==> config.mk <==
export PLATFORM = sky130hd
export DESIGN_NAME = clk_div_multi
export DESIGN_NICKNAME = d
export VERILOG_FILES = /design/src/rtl/clk_div_pkg.sv /design/src/rtl/clk_div_chan.sv /design/src/rtl/clk_div_multi.sv
export SDC_FILE = /design/constraint.sdc
export NUM_CORES = 1
export LEC_CHECK = 0
export CORE_UTILIZATION = 33
export DETAILED_ROUTE_END_ITERATION = 6
export PLACE_DENSITY = 0.54
export SYNTH_ARGS = -nofsm -noshare
export SYNTH_HDL_FRONTEND = slang
export SYNTH_SLANG_ARGS = --single-unit
==> constraint.sdc <==
create_clock -name clk_100m -period 3.1 [get_ports clk_100m]
set_clock_uncertainty 0.1 [all_clocks]
set_input_delay 0.31 -clock clk_100m [delete_from_list [all_inputs] [get_ports clk_100m]]
set_output_delay 0.31 -clock clk_100m [all_outputs]
set_load 0.05 [all_outputs]
==> src/rtl/clk_div_pkg.sv <==
// Shared constants for the clk_100m clock-enable divider family.
// Divisor values are cycle counts of the 100 MHz reference.
package clk_div_pkg;

    localparam int REF_CLK_HZ      = 100_000_000;
    localparam int DIV_W_DEF       = 16;
    localparam int DEFAULT_DIV_DEF = 100;

    localparam int DIV_1MHZ   = 100;
    localparam int DIV_1KHZ   = 100_000;   // needs DIV_W >= 17
    localparam int DIV_115200 = 868;

    // Rounded-down divisor for a target enable rate.
    function automatic int div_for_hz(input int hz);
        return (hz > 0) ? (REF_CLK_HZ / hz) : 0;
    endfunction

endpackage

==> src/rtl/clk_div_chan.sv <==
// One divider channel: counter, live and shadow divisor, registered tick/square outputs.
// Optional CLK_DIV_PENDING_EN adds a flag showing a written divisor not yet in use.
module clk_div_chan
    import clk_div_pkg::*;
#(
    parameter int DIV_W       = DIV_W_DEF,
    parameter int DEFAULT_DIV = DEFAULT_DIV_DEF
) (
    input  logic             clk_100m,
    input  logic             rst,
    input  logic             en,
    input  logic             sync,
    input  logic             we,
    input  logic [DIV_W-1:0] wdata,
    output logic             tick_o,
    output logic             sq_o
`ifdef CLK_DIV_PENDING_EN
    ,
    output logic             pending
`endif
);

    logic [DIV_W-1:0] cnt;
    logic [DIV_W-1:0] div_r;
    logic [DIV_W-1:0] shadow;
    logic [DIV_W-1:0] last;
    logic [DIV_W-1:0] half_m1;
    logic [DIV_W-1:0] div_src;
    logic             run;
    logic             wrap;
    logic             copy;

    // The live divisor only moves when the counter is (or is about to be) at zero,
    // so a reprogram never produces a truncated period.
    always_comb begin
        last    = div_r - DIV_W'(1);
        half_m1 = (div_r >> 1) - DIV_W'(1);
        run     = en && !sync && (div_r != '0);
        wrap    = run && (cnt == last);
        copy    = sync || !en || (div_r < DIV_W'(2)) || wrap;
        div_src = (sync && we) ? wdata : shadow;
    end

    always_ff @(posedge clk_100m) begin
        if (rst) begin
            cnt    <= '0;
            div_r  <= DIV_W'(DEFAULT_DIV);
            shadow <= DIV_W'(DEFAULT_DIV);
            tick_o <= 1'b0;
            sq_o   <= 1'b0;
        end else begin
            if (we) begin
                shadow <= wdata;
            end
            if (copy) begin
                div_r <= div_src;
            end
            if (!run) begin
                cnt    <= '0;
                tick_o <= 1'b0;
                sq_o   <= 1'b0;
            end else if (wrap) begin
                cnt    <= '0;
                tick_o <= 1'b1;
                sq_o   <= (div_r != DIV_W'(1));
            end else begin
                cnt    <= cnt + DIV_W'(1);
                tick_o <= 1'b0;
                if (cnt == half_m1) begin
                    sq_o <= 1'b0;
                end
            end
        end
    end

`ifdef CLK_DIV_PENDING_EN
    // A write coincident with sync is consumed at once, so it never becomes pending.
    always_ff @(posedge clk_100m) begin
        if (rst) begin
            pending <= 1'b0;
        end else if (we && !sync) begin
            pending <= 1'b1;
        end else if (copy) begin
            pending <= 1'b0;
        end
    end
`endif

endmodule

==> src/rtl/clk_div_multi.sv <==
// N-channel clock-enable generator in the clk_100m domain: address decode, sync fan-out.
// Define CLK_DIV_PENDING_EN to expose per-channel cfg_pending flags.
module clk_div_multi
    import clk_div_pkg::*;
#(
    parameter  int NUM_CH      = 4,
    parameter  int DIV_W       = DIV_W_DEF,
    parameter  int DEFAULT_DIV = DEFAULT_DIV_DEF,
    localparam int CH_W        = (NUM_CH > 1) ? $clog2(NUM_CH) : 1
) (
    input  logic              clk_100m,
    input  logic              rst,
    input  logic [NUM_CH-1:0] en,
    input  logic              sync,
    input  logic              cfg_we,
    input  logic [CH_W-1:0]   cfg_ch,
    input  logic [DIV_W-1:0]  cfg_div,
    output logic [NUM_CH-1:0] tick_o,
    output logic [NUM_CH-1:0] sq_o
`ifdef CLK_DIV_PENDING_EN
    ,
    output logic [NUM_CH-1:0] cfg_pending
`endif
);

    logic [NUM_CH-1:0] ch_we;

    // Out-of-range addresses match no channel and are dropped.
    always_comb begin
        ch_we = '0;
        for (int i = 0; i < NUM_CH; i++) begin
            ch_we[i] = cfg_we && (int'(cfg_ch) == i);
        end
    end

    for (genvar i = 0; i < NUM_CH; i++) begin : g_ch
        clk_div_chan #(
            .DIV_W       (DIV_W),
            .DEFAULT_DIV (DEFAULT_DIV)
        ) u_chan (
            .clk_100m (clk_100m),
            .rst      (rst),
            .en       (en[i]),
            .sync     (sync),
            .we       (ch_we[i]),
            .wdata    (cfg_div),
            .tick_o   (tick_o[i]),
            .sq_o     (sq_o[i])
`ifdef CLK_DIV_PENDING_EN
            ,
            .pending  (cfg_pending[i])
`endif
        );
    end

endmodule

Word-level counts from Yosys, hierarchy flattened
Index checks and enable logic that the tools add are counted.
{"block": "op_classes", "addsub": 12, "order_cmp": 4, "eq_ne": 15, "n_mux": 16, "bitwise_logic": 4, "reduce_logical": 54}
{"cell": "16-bit == test", "count": 8}
{"cell": "16-bit by 1-bit adder with 16-bit output, second input constant", "count": 4}
{"cell": "16-bit by 2-bit less-than comparator with 1-bit output, second input constant", "count": 4}
{"cell": "16-bit two-way mux", "count": 4}
{"cell": "16-bit by 1-bit inequality test with 1-bit output, second input constant", "count": 4}
{"cell": "16-bit nonzero test", "count": 4}
{"cell": "15-bit by 1-bit subtractor with 16-bit output, second input constant", "count": 4}
{"cell": "16-bit by 1-bit subtractor with 16-bit output, second input constant", "count": 4}
{"cell": "1-bit logical AND", "count": 20}
{"cell": "1-bit logical OR", "count": 12}
{"cell": "1-bit two-way mux", "count": 12}
{"cell": "3-bit OR reduction", "count": 4}
{"cell": "2-bit nonzero test", "count": 4}
{"cell": "2-bit OR reduction", "count": 4}
{"cell": "1-bit logical NOT", "count": 5}
{"cell": "2-bit == test, second input constant", "count": 2}
{"cell": "1-bit NOT", "count": 4}
{"cell": "2-bit by 1-bit == test with 1-bit output, second input constant", "count": 1}
{"cell": "2-bit logical NOT", "count": 1}
{"block": "word_totals", "ff_bits": 200, "input_bits": 26, "output_inout_bits": 8}

Longest topological paths before layout
{"block": "depth", "ltp_word": 5, "mapped_depth": 13, "depth_no_buf": 10}

By module
A second synthesis with hierarchy kept.
{"block": "hier_totals", "cells_unflattened": 1606, "area_unflattened_um2": 13685.6}
{"mod": "clk_div_chan (g_ch[0].u_chan ...)", "n_inst": 3, "cells_per_inst": 404, "area_per_inst_um2": 3460.8, "seq_area_each_um2": 1001.0}
{"mod": "clk_div_chan (g_ch[1].u_chan)", "n_inst": 1, "cells_per_inst": 390, "area_per_inst_um2": 3265.6, "seq_area_each_um2": 1001.0}
{"mod": "clk_div_multi", "n_inst": 1, "cells_per_inst": 4, "area_per_inst_um2": 37.5, "seq_area_each_um2": 0.0}

Worst setup path before layout
OpenSTA, ideal clock, no wires.
{"block": "synth_path", "path_kind": "register -> register", "from": "register g_ch[1].u_chan.div_r[1]", "to": "register g_ch[1].u_chan.cnt[2]", "setup_ns": 0.117, "arrival_time_ns": 3.052, "required_time_ns": 2.883, "slack_ns": -0.169, "path_stages_with_launch": 14, "path_buffers": 3, "period_less_slack_ns": 3.269, "cell_sequence": "dfxtp_1 inv_1 ha_1 clkbuf_1 nor4b_1 nand4_1 or3_1 a31oi_1 a21oi_1 or4_1 nand2b_1 clkbuf_2 buf_2 nor2_1"}
{"block": "synth_via", "elab_chain_len": 4, "word_cells_on_any_way": 7, "cone_classes": "add/sub: 1; eq/ne: 1; bitwise: 1; reduce/logical: 4"}
{"item": "start: declaration", "line_no": "clk_div_chan.sv:24", "source": "logic [DIV_W-1:0] div_r;"}
{"item": "start signal: assignment", "line_no": "clk_div_chan.sv:47", "source": "div_r <= DIV_W'(DEFAULT_DIV);"}
{"item": "start signal: assignment", "line_no": "clk_div_chan.sv:56", "source": "div_r <= div_src;"}
{"item": "16-bit by 1-bit subtractor with 16-bit output / 16-bit nonzero test (equally long branches)", "line_no": "clk_div_chan.sv:36, clk_div_chan.sv:38"}
{"item": "16-bit == test / 1-bit logical AND (equally long branches)", "line_no": "clk_div_chan.sv:39, clk_div_chan.sv:38"}
{"item": "1-bit logical AND / 1-bit NOT (equally long branches)"}
{"item": "3-bit OR reduction (no source line) (*)"}
{"item": "end signal: assignment", "line_no": "clk_div_chan.sv:67", "source": "cnt <= cnt + DIV_W'(1);"}
{"item": "end: declaration", "line_no": "clk_div_chan.sv:23", "source": "logic [DIV_W-1:0] cnt;"}
Mark *: on every way between the ends. The rest lies on a longest branch, timed or not.
A chain may end at the register's enable or synchronous reset.

Worst setup path after layout
{"block": "layout_path", "from": "register g_ch[1].u_chan.div_r[2]", "to": "register g_ch[1].u_chan.div_r[2]"}
{"block": "layout_via", "elab_chain_len": 4, "word_cells_on_any_way": 8, "cone_classes": "add/sub: 1; order compare: 1; eq/ne: 1; reduce/logical: 5"}
{"item": "16-bit by 1-bit subtractor with 16-bit output / 16-bit nonzero test (equally long branches)", "line_no": "clk_div_chan.sv:36, clk_div_chan.sv:38"}
{"item": "16-bit == test / 1-bit logical AND (equally long branches)", "line_no": "clk_div_chan.sv:39, clk_div_chan.sv:38"}
{"item": "1-bit logical AND", "line_no": "clk_div_chan.sv:39", "source": "wrap = run && (cnt == last);"}
{"item": "1-bit logical OR (*)", "line_no": "clk_div_chan.sv:40", "source": "copy = sync || !en || (div_r < DIV_W'(2)) || wrap;"}
Marked as above.

==> flow_summary.toml <==
[outcome]
status = "complete, no violations"

[yosys]
synth_top_area_cell = "dfxtp_1"
yosys.area_share.simple_pct = 25.9
synth_edf_count = 0
synth.area.top_cells = "dfxtp_1, xnor2_1, xor2_1"
yosysSeqAreaShare_pct = 31.7
synth-seq-cells = 200
synth-xor-area-share_pct = 14.3
synth_cell_type_count = 76
synth_fa_ha_area_share_pct = 2.06
syn_inst = 1592
synth_top_family_by_area = "simple AND/OR/NAND/NOR gates"
yosys_warnings = 0
syn_nets = 1638
syn_avg_cell_area_um2 = 7.93
synth-compound-area-share_pct = 14.7
synth_top_cell_area_share_pct = 31.7
netlist_area_um2 = 12600
async_reset_ff_share_pct = 0
muxShareOfSynthArea_pct = 5.22
postSynth.topFlopCell = "dfxtp_1"

[setup_path]
arrival_ns = 3.25
crit_path_start_kind = "flip-flop"
cp.required_ns = 3.37
critPathLaunch = "g_ch[1].u_chan.div_r[2]"
setup.worst_path.class = "flip-flop to flip-flop"
r2r-start = "g_ch[1].u_chan.div_r[2]"
cp-end-kind = "flip-flop"
worst-path-max-fanout = 15

[timing]
final-hold-violation-count = 0
worst_slack_ns = 0.122
period_needed_ns = 2.98
max_freq_mhz = 336
tightest_slew_ns = 0.714
rsz0062_at_grt = "yes"
slew_violations = 0
timing.final.crit_share_pct = 96.1
setup-tns-final_ns = 0
setup_viol = 0
max_slew_margin_pct = 52.3

[detailed_routing]
first_iter_violations = 855
vias = 11100
vias_per_cell = 5.25
drc_errors = 0
dr.pass1.iters = 5
post_drt_wl_per_cell_um = 16.3
ant_nets = 0
wl_mm = 34.6

[power]
p_sw_share_pct = 28.6
sequentialPowerShare_pct = 48.3
pwr-share-clk_pct = 38.3
p_switching_mw = 1.61
leakage_nw = 5.27
power_frac_comb_pct = 13.4
p_per_area_nw_per_um2 = 385
p_int_mw = 4.01
vdd_drop_max_mv = 0.428
power_mw = 5.62

[global_route]
antenna_found_initial = 0
grt_usage_pct = 18.0
grt-ovfl-total = 0
grt_max_degree = 55
grt_pass1_vias = 10600
grt_pass1_wl_mm = 56.6

[place]
place_ws_ns = -0.0653
hpwl_mm = 24.2
portBuffers = 33
gp_congestion = 0.895

[cells_and_area]
mostFrequentLayoutCells = "dfxtp_1, nand2_1, nor2_1"
final_common_cell = "dfxtp_1"
utilization_pct = 38.7
final.fill_count = 3907
multi_input_area_um2 = 8060
drive_above_1_share_pct = 13.4
n_antenna_cell = 0
area_delta_synth_final_pct = 15.6
fin_nets = 1646
regArea_um2 = 4010

[clock_tree]
numCtsBuffers = 17
clk_latency_ns = 0.45
cts_tree = "built"
clock_sinks = 200
path_clk_slew_ns = 0.08
cts_max_level = 4
root_buffer = "clkbuf_16"
ctsLongestPathBuffers = 2

[die]
core-area_um2 = 37700
die_h_um = 198
rows = 71
initial_utilization_pct = 33.5
die_w_um = 198
floorplan.die_area_um2 = 39000
ios = 34

[worst_hold_path]
worstHoldStart = "rst"
hp-class = "input pin to flip-flop"

[flow_run]
drv_cap = 0
[worst max-delay path, stage by stage, from the launching register on]
cell,delay (ns)
dfxtp_1,0.34
inv_1,0.12
ha_4,0.17
nor4b_4,0.26
nand2_2,0.13
maj3_1,0.37
o2bb2ai_1,0.16
nand3_1,0.10
o41a_1,0.48
buf_4,0.17
clkbuf_16,0.17
and3_1,0.18
o21ai_0,0.15
[state kept, by name, summed over array words and instances, names as in the netlist]
signal,flops
g_ch.u_chan.cnt,64
g_ch.u_chan.div_r,64
g_ch.u_chan.shadow,64
g_ch.u_chan.sq_o,4
g_ch.u_chan.tick_o,4
[area by class of cell]
cell class,count,share of cell area [%]
multi-input combinational,1209,55.3
sequential,200,27.5
timing repair buffer,138,8.29
tap,511,4.38
clock buffer,18,2.94
inverter,34,0.875
clock inverter,12,0.781
[cell families after synthesis]
kind of cell,after synthesis
multiplexers,65
XOR/XNOR,206
buffers and inverters,185
adder cells (fa/ha/maj),21
AND/OR/NAND/NOR,655
AO/OA/AOI/OAI,260
flip-flops,200
[power groups by stage]
| stage | sequential [mW] | clock, mW | combinational [mW] |
|---|---|---|---|
| 2_1_floorplan | 2.73 | 0 | 0.494 |
| 3_3_place_gp | 2.77 | 0 | 0.709 |
| 3_5_place_dp | 2.77 | 0 | 0.716 |
| 4_1_cts | 2.71 | 2.24 | 0.722 |
| 5_1_grt | 2.72 | 2.32 | 0.826 |
| 6_report | 2.71 | 2.15 | 0.753 |
[path summary, 6_finish.rpt]
kind / slack, ns / depth (start not counted) / to
worst min-delay path: 0.22 / 2 / g_ch[1].u_chan.shadow[9]
worst max register to register: 0.12 / 12 / g_ch[1].u_chan.div_r[2]
worst max-delay path: 0.12 / 12 / g_ch[1].u_chan.div_r[2]
worst min register to register: 0.36 / 2 / g_ch[2].u_chan.shadow[0]
[per-layer routing]
layer | track usage [%] | up-vias | part of all wire, %
li1 | - | 5574 | -
met1 | 24.6 | 5323 | 49
met3 | 2.65 | 41 | 3.2
met4 | 4.62 | 0 | 1.5
met5 | 0 | - | 0
met2 | 29.5 | 192 | 47
[repair_timing]
| item | CTS | global route |
|---|---|---|
| hold endpoints to repair | 0 | 0 |
| hold buffers | 0 | 0 |
| buffers inserted | 0 | 3 |
| gates cloned | 0 | 3 |
| pin swaps | 0 | 6 |
| gates resized for setup | 4 | 35 |
| setup endpoints to repair | 2 | 94 |
[synth_stat cells, types with 14 or more instances]
cell and count:
xor2_1 86, a211oi_1 26, clkbuf_1 113, ha_1 20
a31oi_1 14, a21oi_1 81, nor3_1 42, o21ai_0 23
nor2_1 143, buf_1 16, mux2i_1 59, nand2_1 196
a221oi_1 20, nand4_1 28, xnor2_1 120, nand3_1 79
and3_1 47, nor4_1 28, dfxtp_1 200, inv_1 34
[stage by stage]
stage               instances  hold slack [ns]  area (um2)
detailed placement       2086            0.346       13800
CTS                      2116            0.196       14400
global route             2122            0.233       14600
finish                   2122            0.220       14600
global placement         2086            0.341       13800
floorplan                1592            0.333       12600
Power figures use the tool's default switching activity.
